--- config.mk ---
export PLATFORM = sky130hd
export DESIGN_NAME = cmd_framer
export DESIGN_NICKNAME = d
export VERILOG_FILES = /design/src/rtl/cmd_framer.sv
export SDC_FILE = /design/constraint.sdc
export NUM_CORES = 1
export LEC_CHECK = 0
export BUFFER_PORTS_ARGS = -buffer_cell sky130_fd_sc_hd__buf_2
export CAP_MARGIN = 10
export CORE_MARGIN = 1
export CORE_UTILIZATION = 48
export DETAILED_ROUTE_END_ITERATION = 12
export PLACE_DENSITY = 0.69
export SKIP_LAST_GASP = 1
export SLEW_MARGIN = 20
export SYNTH_ARGS = -nofsm -noshare
export SYNTH_HDL_FRONTEND = slang
export SYNTH_SLANG_ARGS = --single-unit
--- constraint.sdc ---
create_clock -name clk_usb -period 5.1 [get_ports clk_usb]
set_input_delay 0.51 -clock clk_usb [delete_from_list [all_inputs] [get_ports clk_usb]]
set_output_delay 0.51 -clock clk_usb [all_outputs]
set_load 0.02 [all_outputs]
--- src/rtl/cmd_framer.sv ---
// Initiator-side command framer.
// Frames one request as header {mode,cmd}, length LSB, length MSB, then
// either streams write payload from the local byte source or collects read
// response bytes from the inbound link, aborting if the gap between
// response bytes exceeds TIMEOUT_CYCLES.
//
// state     | meaning
// ----------+------------------------------------------------------------
// S_IDLE    | ready for a request, nothing on the link
// S_HDR     | header byte {mode,cmd} presented on tx
// S_LEN_LO  | length bits [7:0] presented on tx
// S_LEN_HI  | length bits [15:8] presented on tx
// S_WR_DATA | forwarding wr_data bytes to tx until len bytes transferred
// S_RD_DATA | collecting len response bytes from rx under a gap timeout
module cmd_framer #(
    parameter int TIMEOUT_CYCLES = 65535
) (
    input  logic        clk_usb,
    input  logic        rst_n,
    input  logic        req_valid,
    output logic        req_ready,
    input  logic [1:0]  req_mode,
    input  logic [5:0]  req_cmd,
    input  logic [15:0] req_len,
    input  logic [7:0]  wr_data,
    input  logic        wr_valid,
    output logic        wr_ready,
    output logic [7:0]  tx_data,
    output logic        tx_valid,
    input  logic        tx_ready,
    input  logic [7:0]  rx_data,
    input  logic        rx_valid,
    output logic [7:0]  rd_data,
    output logic        rd_valid,
    output logic        rd_last,
    output logic        busy,
    output logic        done,
    output logic        err,
    output logic [15:0] byte_index
);

    typedef enum logic [2:0] {
        S_IDLE,
        S_HDR,
        S_LEN_LO,
        S_LEN_HI,
        S_WR_DATA,
        S_RD_DATA
    } state_t;

    // Gap timer is a down-counter; reaching zero means TIMEOUT_CYCLES
    // cycles have elapsed since the last load.
    localparam logic [15:0] TMO_LOAD = 16'(TIMEOUT_CYCLES - 1);

    state_t      r_state;
    logic [1:0]  r_mode;
    logic [15:0] r_len;
    logic [15:0] r_last_idx;
    logic [15:0] r_wr_cnt;
    logic [15:0] r_tmo;
    logic [15:0] r_byte_index;
    logic [7:0]  r_tx_data;
    logic        r_tx_valid;
    logic [7:0]  r_rd_data;
    logic        r_rd_valid;
    logic        r_rd_last;
    logic        r_busy;
    logic        r_done;
    logic        r_err;

    logic        w_tx_xfer;
    logic        w_wr_take;
    logic        w_last_byte;
    logic        w_wr_ready;

    // Handshake and terminal-index decode shared by the FSM.
    assign w_tx_xfer   = r_tx_valid && tx_ready;
    assign w_last_byte = (r_byte_index == r_last_idx);
    // Stop pulling source bytes once len bytes are accepted, even while the
    // final one is still waiting on the link.
    assign w_wr_ready  = (r_state == S_WR_DATA) && (r_wr_cnt != r_len) &&
                         (!r_tx_valid || tx_ready);
    assign w_wr_take   = wr_valid && w_wr_ready;

    assign req_ready  = (r_state == S_IDLE);
    assign wr_ready   = w_wr_ready;
    assign tx_data    = r_tx_data;
    assign tx_valid   = r_tx_valid;
    assign rd_data    = r_rd_data;
    assign rd_valid   = r_rd_valid;
    assign rd_last    = r_rd_last;
    assign busy       = r_busy;
    assign done       = r_done;
    assign err        = r_err;
    assign byte_index = r_byte_index;

    // Framing FSM with all outputs registered; pulses default low each cycle.
    always_ff @(posedge clk_usb or negedge rst_n) begin
        if (!rst_n) begin
            r_state      <= S_IDLE;
            r_mode       <= 2'b00;
            r_len        <= 16'd0;
            r_last_idx   <= 16'd0;
            r_wr_cnt     <= 16'd0;
            r_tmo        <= 16'd0;
            r_byte_index <= 16'd0;
            r_tx_data    <= 8'd0;
            r_tx_valid   <= 1'b0;
            r_rd_data    <= 8'd0;
            r_rd_valid   <= 1'b0;
            r_rd_last    <= 1'b0;
            r_busy       <= 1'b0;
            r_done       <= 1'b0;
            r_err        <= 1'b0;
        end else begin
            r_rd_valid <= 1'b0;
            r_rd_last  <= 1'b0;
            r_done     <= 1'b0;
            r_err      <= 1'b0;
            case (r_state)
                S_IDLE: begin
                    if (req_valid) begin
                        r_mode       <= req_mode;
                        r_len        <= req_len;
                        r_last_idx   <= req_len - 16'd1;
                        r_wr_cnt     <= 16'd0;
                        r_byte_index <= 16'd0;
                        if (req_len == 16'd0) begin
                            r_err <= 1'b1;
                        end else begin
                            r_state    <= S_HDR;
                            r_busy     <= 1'b1;
                            r_tx_data  <= {req_mode, req_cmd};
                            r_tx_valid <= 1'b1;
                        end
                    end
                end
                S_HDR: begin
                    if (w_tx_xfer) begin
                        r_tx_data <= r_len[7:0];
                        r_state   <= S_LEN_LO;
                    end
                end
                S_LEN_LO: begin
                    if (w_tx_xfer) begin
                        r_tx_data <= r_len[15:8];
                        r_state   <= S_LEN_HI;
                    end
                end
                S_LEN_HI: begin
                    if (w_tx_xfer) begin
                        r_tx_valid <= 1'b0;
                        r_tmo      <= TMO_LOAD;
                        case (r_mode)
                            2'b11:   r_state <= S_WR_DATA;
                            2'b10:   r_state <= S_RD_DATA;
                            default: begin
                                r_state <= S_IDLE;
                                r_busy  <= 1'b0;
                                r_done  <= 1'b1;
                            end
                        endcase
                    end
                end
                S_WR_DATA: begin
                    // A take and the final transfer never coincide: the final
                    // transfer only happens once all len bytes were taken.
                    if (w_wr_take) begin
                        r_tx_data  <= wr_data;
                        r_tx_valid <= 1'b1;
                        r_wr_cnt   <= r_wr_cnt + 16'd1;
                    end else if (w_tx_xfer) begin
                        r_tx_valid <= 1'b0;
                    end
                    if (w_tx_xfer) begin
                        if (w_last_byte) begin
                            r_state <= S_IDLE;
                            r_busy  <= 1'b0;
                            r_done  <= 1'b1;
                        end else begin
                            r_byte_index <= r_byte_index + 16'd1;
                        end
                    end
                end
                S_RD_DATA: begin
                    if (rx_valid) begin
                        r_rd_data  <= rx_data;
                        r_rd_valid <= 1'b1;
                        r_tmo      <= TMO_LOAD;
                        if (w_last_byte) begin
                            r_rd_last <= 1'b1;
                            r_done    <= 1'b1;
                            r_state   <= S_IDLE;
                            r_busy    <= 1'b0;
                        end else begin
                            r_byte_index <= r_byte_index + 16'd1;
                        end
                    end else if (r_tmo == 16'd0) begin
                        r_err   <= 1'b1;
                        r_state <= S_IDLE;
                        r_busy  <= 1'b0;
                    end else begin
                        r_tmo <= r_tmo - 16'd1;
                    end
                end
                default: begin
                    r_state    <= S_IDLE;
                    r_busy     <= 1'b0;
                    r_tx_valid <= 1'b0;
                end
            endcase
        end
    end

endmodule

Word level (Yosys, flattened, before mapping):

Index checks and enable logic that the tools add are counted.

* register bits: 107
* bits of input ports: 46
* logic and storage cells: 120

* add/subtract/negate cells: 4
* equality and inequality tests: 20
* multiplexer cells: 54
* bitwise logic cells: 2
* reductions and logical operators: 25

Operators with widths (number)
* 16-bit two-way mux: 8
* 16-bit case mux with 2 select lines: 2
* 16-bit case mux with 3 select lines: 1
* 8-bit two-way mux: 5
* 16-bit by 1-bit adder with 16-bit output (second input constant): 2
* 16-bit zero test: 2
* 8-bit case mux with 4 select lines: 1
* 16-bit by 1-bit subtractor with 16-bit output (second input constant): 2
* 3-bit two-way mux: 9
* 1-bit two-way mux: 22
* 2-bit != test (second input constant): 9
* 3-bit case mux with 6 select lines: 1
* 16-bit equality test: 1
* 16-bit != test: 1
* 7-bit AND reduction: 2
* 3-bit AND reduction: 3
* 3-bit by 2-bit equality test with 1-bit output (second input constant): 2
* 3-bit equality test (second input constant): 2
* 3-bit != test (second input constant): 2
* 3-bit case mux with 2 select lines: 1
* 6-bit AND reduction: 1
* 1-bit case mux with 5 select lines: 1
* 2-bit equality test (second input constant): 2
* 1-bit logical AND: 4
* other kinds (15): 19

Longest topological paths before layout:

* depth in word-level cells: 6
* gate-level depth with buffers: 9
* gate-level depth less buffers: 8

Least setup slack after synthesis:

Ideal clock, no wire load.

* path kind: input-to-reg
* start: input req_len[0]
* end: register r_tx_data[0] (netlist: tx_data[0])
* library setup time: 0.125 ns
* arrival time: 2.508 ns
* path slack: 2.468 ns
* cell stages on the path: 7
* buffers on the path: 0
* cells stage by stage: inv_1 -> ha_1 -> or4b_4 -> or4_4 -> o31a_1 -> o2111ai_4 -> mux2_2

* word-level cells in the longest chain between the ends: 3

RTL lines
* start: declaration: line 24 `input logic [15:0] req_len,`
* 16-bit zero test: line 128 `if (req_len == 16'd0) begin`
* 2-bit != test (no line)
* 6-bit AND reduction (no line)
* end signal: assignment: line 133 `r_tx_data <= {req_mode, req_cmd};`
* end signal: assignment: line 140 `r_tx_data <= r_len[7:0];`
* end signal: assignment: line 146 `r_tx_data <= r_len[15:8];`
* end: declaration: line 62 `logic [7:0] r_tx_data;`

Every way passes these cells.
A chain may end at the register's enable or synchronous reset.

Final worst setup path:

* start: register r_state[0]
* end: register r_byte_index[11] (netlist: byte_index[11])

* word-level cells in the longest chain between the ends: 3

RTL lines
* start: declaration: line 55 `state_t r_state;`
* start signal: assignment: line 100 `r_state <= S_IDLE;`
* start signal: assignment: line 131 `r_state <= S_HDR;`
* start signal: assignment: line 141 `r_state <= S_LEN_LO;`
* 3-bit equality test or 3-bit zero test (tied branches): line 120 `case (r_state)`
* 2-bit != test (no line) or 3-bit nonzero test (tied branches)
* 4-bit AND reduction (no line)
* end signal: assignment: line 181 `r_byte_index <= r_byte_index + 16'd1;`
* end signal: assignment: line 196 `r_byte_index <= r_byte_index + 16'd1;`
* end: declaration: line 61 `logic [15:0] r_byte_index;`

Parallel ways exist; a longest one is shown, timed or not.

==> results.ini <==
[grt]
antenna_found_initial=0
grt_pass1_vias=4789
grt_max_degree=61
grt_pass1_wl_um=24500
gr-usage-all-layers_pct=25.0
grt.overflow.total=0

[synthesis]
yosysSeqAreaShare_pct=46.3
yosysWarnings=0
synth_area_per_cell_um2=9.14
syn_inst=633
synth_nets=684
synth_edf_count=0
async_flop_share_pct=100
ys.flop_type=dfrtp_1
ys_ff_latch=107
synth_area_um2=5790
ys_types=51

[setup_path]
cp_max_fo=52
arrival_ns=3.29
endpoint_kind=register
path_class=register to register
start_kind=register
rr_worst_depth=7
critPathRequiredTime_ns=5.38

[drt]
firstDrtPassIters=10
vias_per_cell=5.78
post_drt_wl_per_cell_um=17.2
ant_nets=0
vias=4944
drtIter0Drc=387
drc=8
wirelength_um=14800

[placement]
placed_cell_area_um2=6330
placed_cells=840
dpl.hpwl_um=10700
gp_congestion=0.876
port_buffers=85

[pwr]
p_leak_nw=3.00
power_density_nw_per_um2=495
ir_drop_uv=269

[die]
dieArea_um2=12500
coreArea_um2=11600
start_util_pct=50.0
io_pins=86
rows=39
fp.dieW_um=112
die_y_um=112

[status]
status=finished with violations
violations=design-rule violations

[layout]
areaGrowthSynthToFinish_pct=15.4
num-fill-cells=1077
drive_gt1_share_pct=18.9
antenna_cells=0
postLayoutCellArea_um2=6680
fin_nets=759
stdcell_count=856

[clock_network]
h-tree-depth=3
ctsResizeCount=0
numCtsBuffers=9
cts_sinks=107
cts_tree=yes
cts_root_buf=clkbuf_16
clk_pin_slew_worst_paths_ns=0.07
clk_path_buf_depth=2
postCtsHoldBufs=0
clock_latency_ns=0.36
post_cts_buffers=0

[sta]
clock_skew_ns=0.00666
setup_tns_ns=0
max_freq_mhz=332
min_period_ns=3.01
tightest_slew_ns=0.950
drv_slew=0
hold_viol=0
setup_viol=0
slew_headroom_pct=36.7
hold_ws_ns=0.239
final.period_utilization_pct=59.0
rsz0062_at_grt=no

[job]
max_cap_violations=0

[hold_path]
hp-class=input port to async pin

==> cell type report <==
type	count	area (um^2)	area share [%]
inverters	17	63.8	0.956
repair buffers	89	458	6.86
multi-input cells	484	2950	44.2
clock inverters	4	77.6	1.16
well taps	143	179	2.68
flip-flops and latches	107	2680	40.1
clock buffers	12	267	3.99
==> critical path, stage by stage, from the launching register on <==
cell	delay, ns
dfrtp_1	0.97
nor3_1	0.24
nand2_1	0.14
buf_4	0.43
nor3_1	0.11
a31oi_1	0.66
o21ai_0	0.21
a21oi_1	0.17
==> state kept, by name (all words and copies together), names as in the netlist <==
register and flops:
byte_index 16, r_last_idx 16, r_len 16, r_tmo 16, r_wr_cnt 16, rd_data 8
tx_data 8, r_state 3, r_mode 2, busy 1, done 1, err 1
rd_last 1, rd_valid 1, tx_valid 1
==> routing by layer <==
| metal | share of wire [%] | track usage [%] | vias up |
|---|---|---|---|
| met5 | 0 | 0 | - |
| met4 | 1.2 | 5.05 | 0 |
| met3 | 5.4 | 5.77 | 16 |
| met2 | 50 | 41.4 | 141 |
| met1 | 44 | 33.4 | 2419 |
| li1 | - | - | 2368 |
==> layout by cell type (no fill, tap or decap), types with 2 or more instances in the layout <==
cell type	n
nand2_1	110
dfrtp_1	107
buf_2	84
o21ai_0	47
nor2_1	46
xnor2_1	39
a21oi_1	30
xor2_1	23
nor4_1	17
mux2_2	17
inv_1	16
nand3_1	16
or3_1	16
mux2i_1	13
nand4_1	12
nor3_1	11
a22oi_1	9
clkbuf_16	9
a31oi_1	8
nand2b_1	8
or4_1	7
and3_1	6
o31ai_1	5
ha_1	5
buf_4	5
or2_2	4
a22o_1	4
nand3b_1	3
clkbuf_8	3
nor2_2	2
o22ai_1	2
nor3b_1	2
a31o_2	2
o211ai_1	2
bufinv_16	2
inv_6	2
==> Yosys cell counts (all sizes together), types with 9 or more instances <==
library cell,number,area (um^2)
nand2b,9,63.8
clkbuf,23,86.3
mux2,17,191
nand3,16,80.1
nor3,11,55.1
a22oi,9,67.6
mux2i,13,130
a21oi,30,150
xnor2,39,342
nor4,17,106
o21ai,48,240
inv,16,60.1
nand2,110,413
dfrtp,107,2680
xor2,23,201
or3,16,100
nand4,12,75.1
nor2,49,194
==> where the power goes <==
group          leakage [nW]  internal (mW)  switching [mW]  total, mW
registers              1.33           1.08           0.309       1.39
logic                  1.50          0.477           0.644       1.12
clock network         0.170          0.474           0.317      0.791
==> per-stage QoR <==
step	power [mW]	setup slack, ns	utilization, %
2_1_floorplan	2.14	2.47	-
3_3_place_gp	2.48	2.22	54.7
3_5_place_dp	2.52	2.10	54.7
4_1_cts	3.32	2.09	57.7
5_1_grt	3.51	1.78	57.7
6_report	3.30	2.09	57.7
==> worst paths after layout <==
path                                         from                    endpoint  slack [ns]
setup / recovery           r_state[0]$_DFFE_PN0P_  byte_index[11]$_DFFE_PN0P_        2.09
setup reg to reg           r_state[0]$_DFFE_PN0P_  byte_index[11]$_DFFE_PN0P_        2.09
hold reg to reg            rd_data[1]$_DFFE_PN0P_      rd_data[1]$_DFFE_PN0P_        0.50
min in group clk_usb                   req_len[0]   r_last_idx[0]$_DFFE_PN0P_        0.38
max in group asynchronous                   rst_n    r_wr_cnt[10]$_DFFE_PN0P_        3.74
hold / removal                              rst_n      rd_data[4]$_DFFE_PN0P_        0.24
==> kinds of logic after synthesis <==
logic type | share of synthesized area, %
muxes | 5.56
AOI/OAI and AO/OA | 12.3
xor gates and xnor gates | 9.39
adders and majority gates | 1.08
buffers and inverters | 2.72
DFF | 46.3
and+or+nand+nor | 22.6
(Power assumes the default switching activity.)
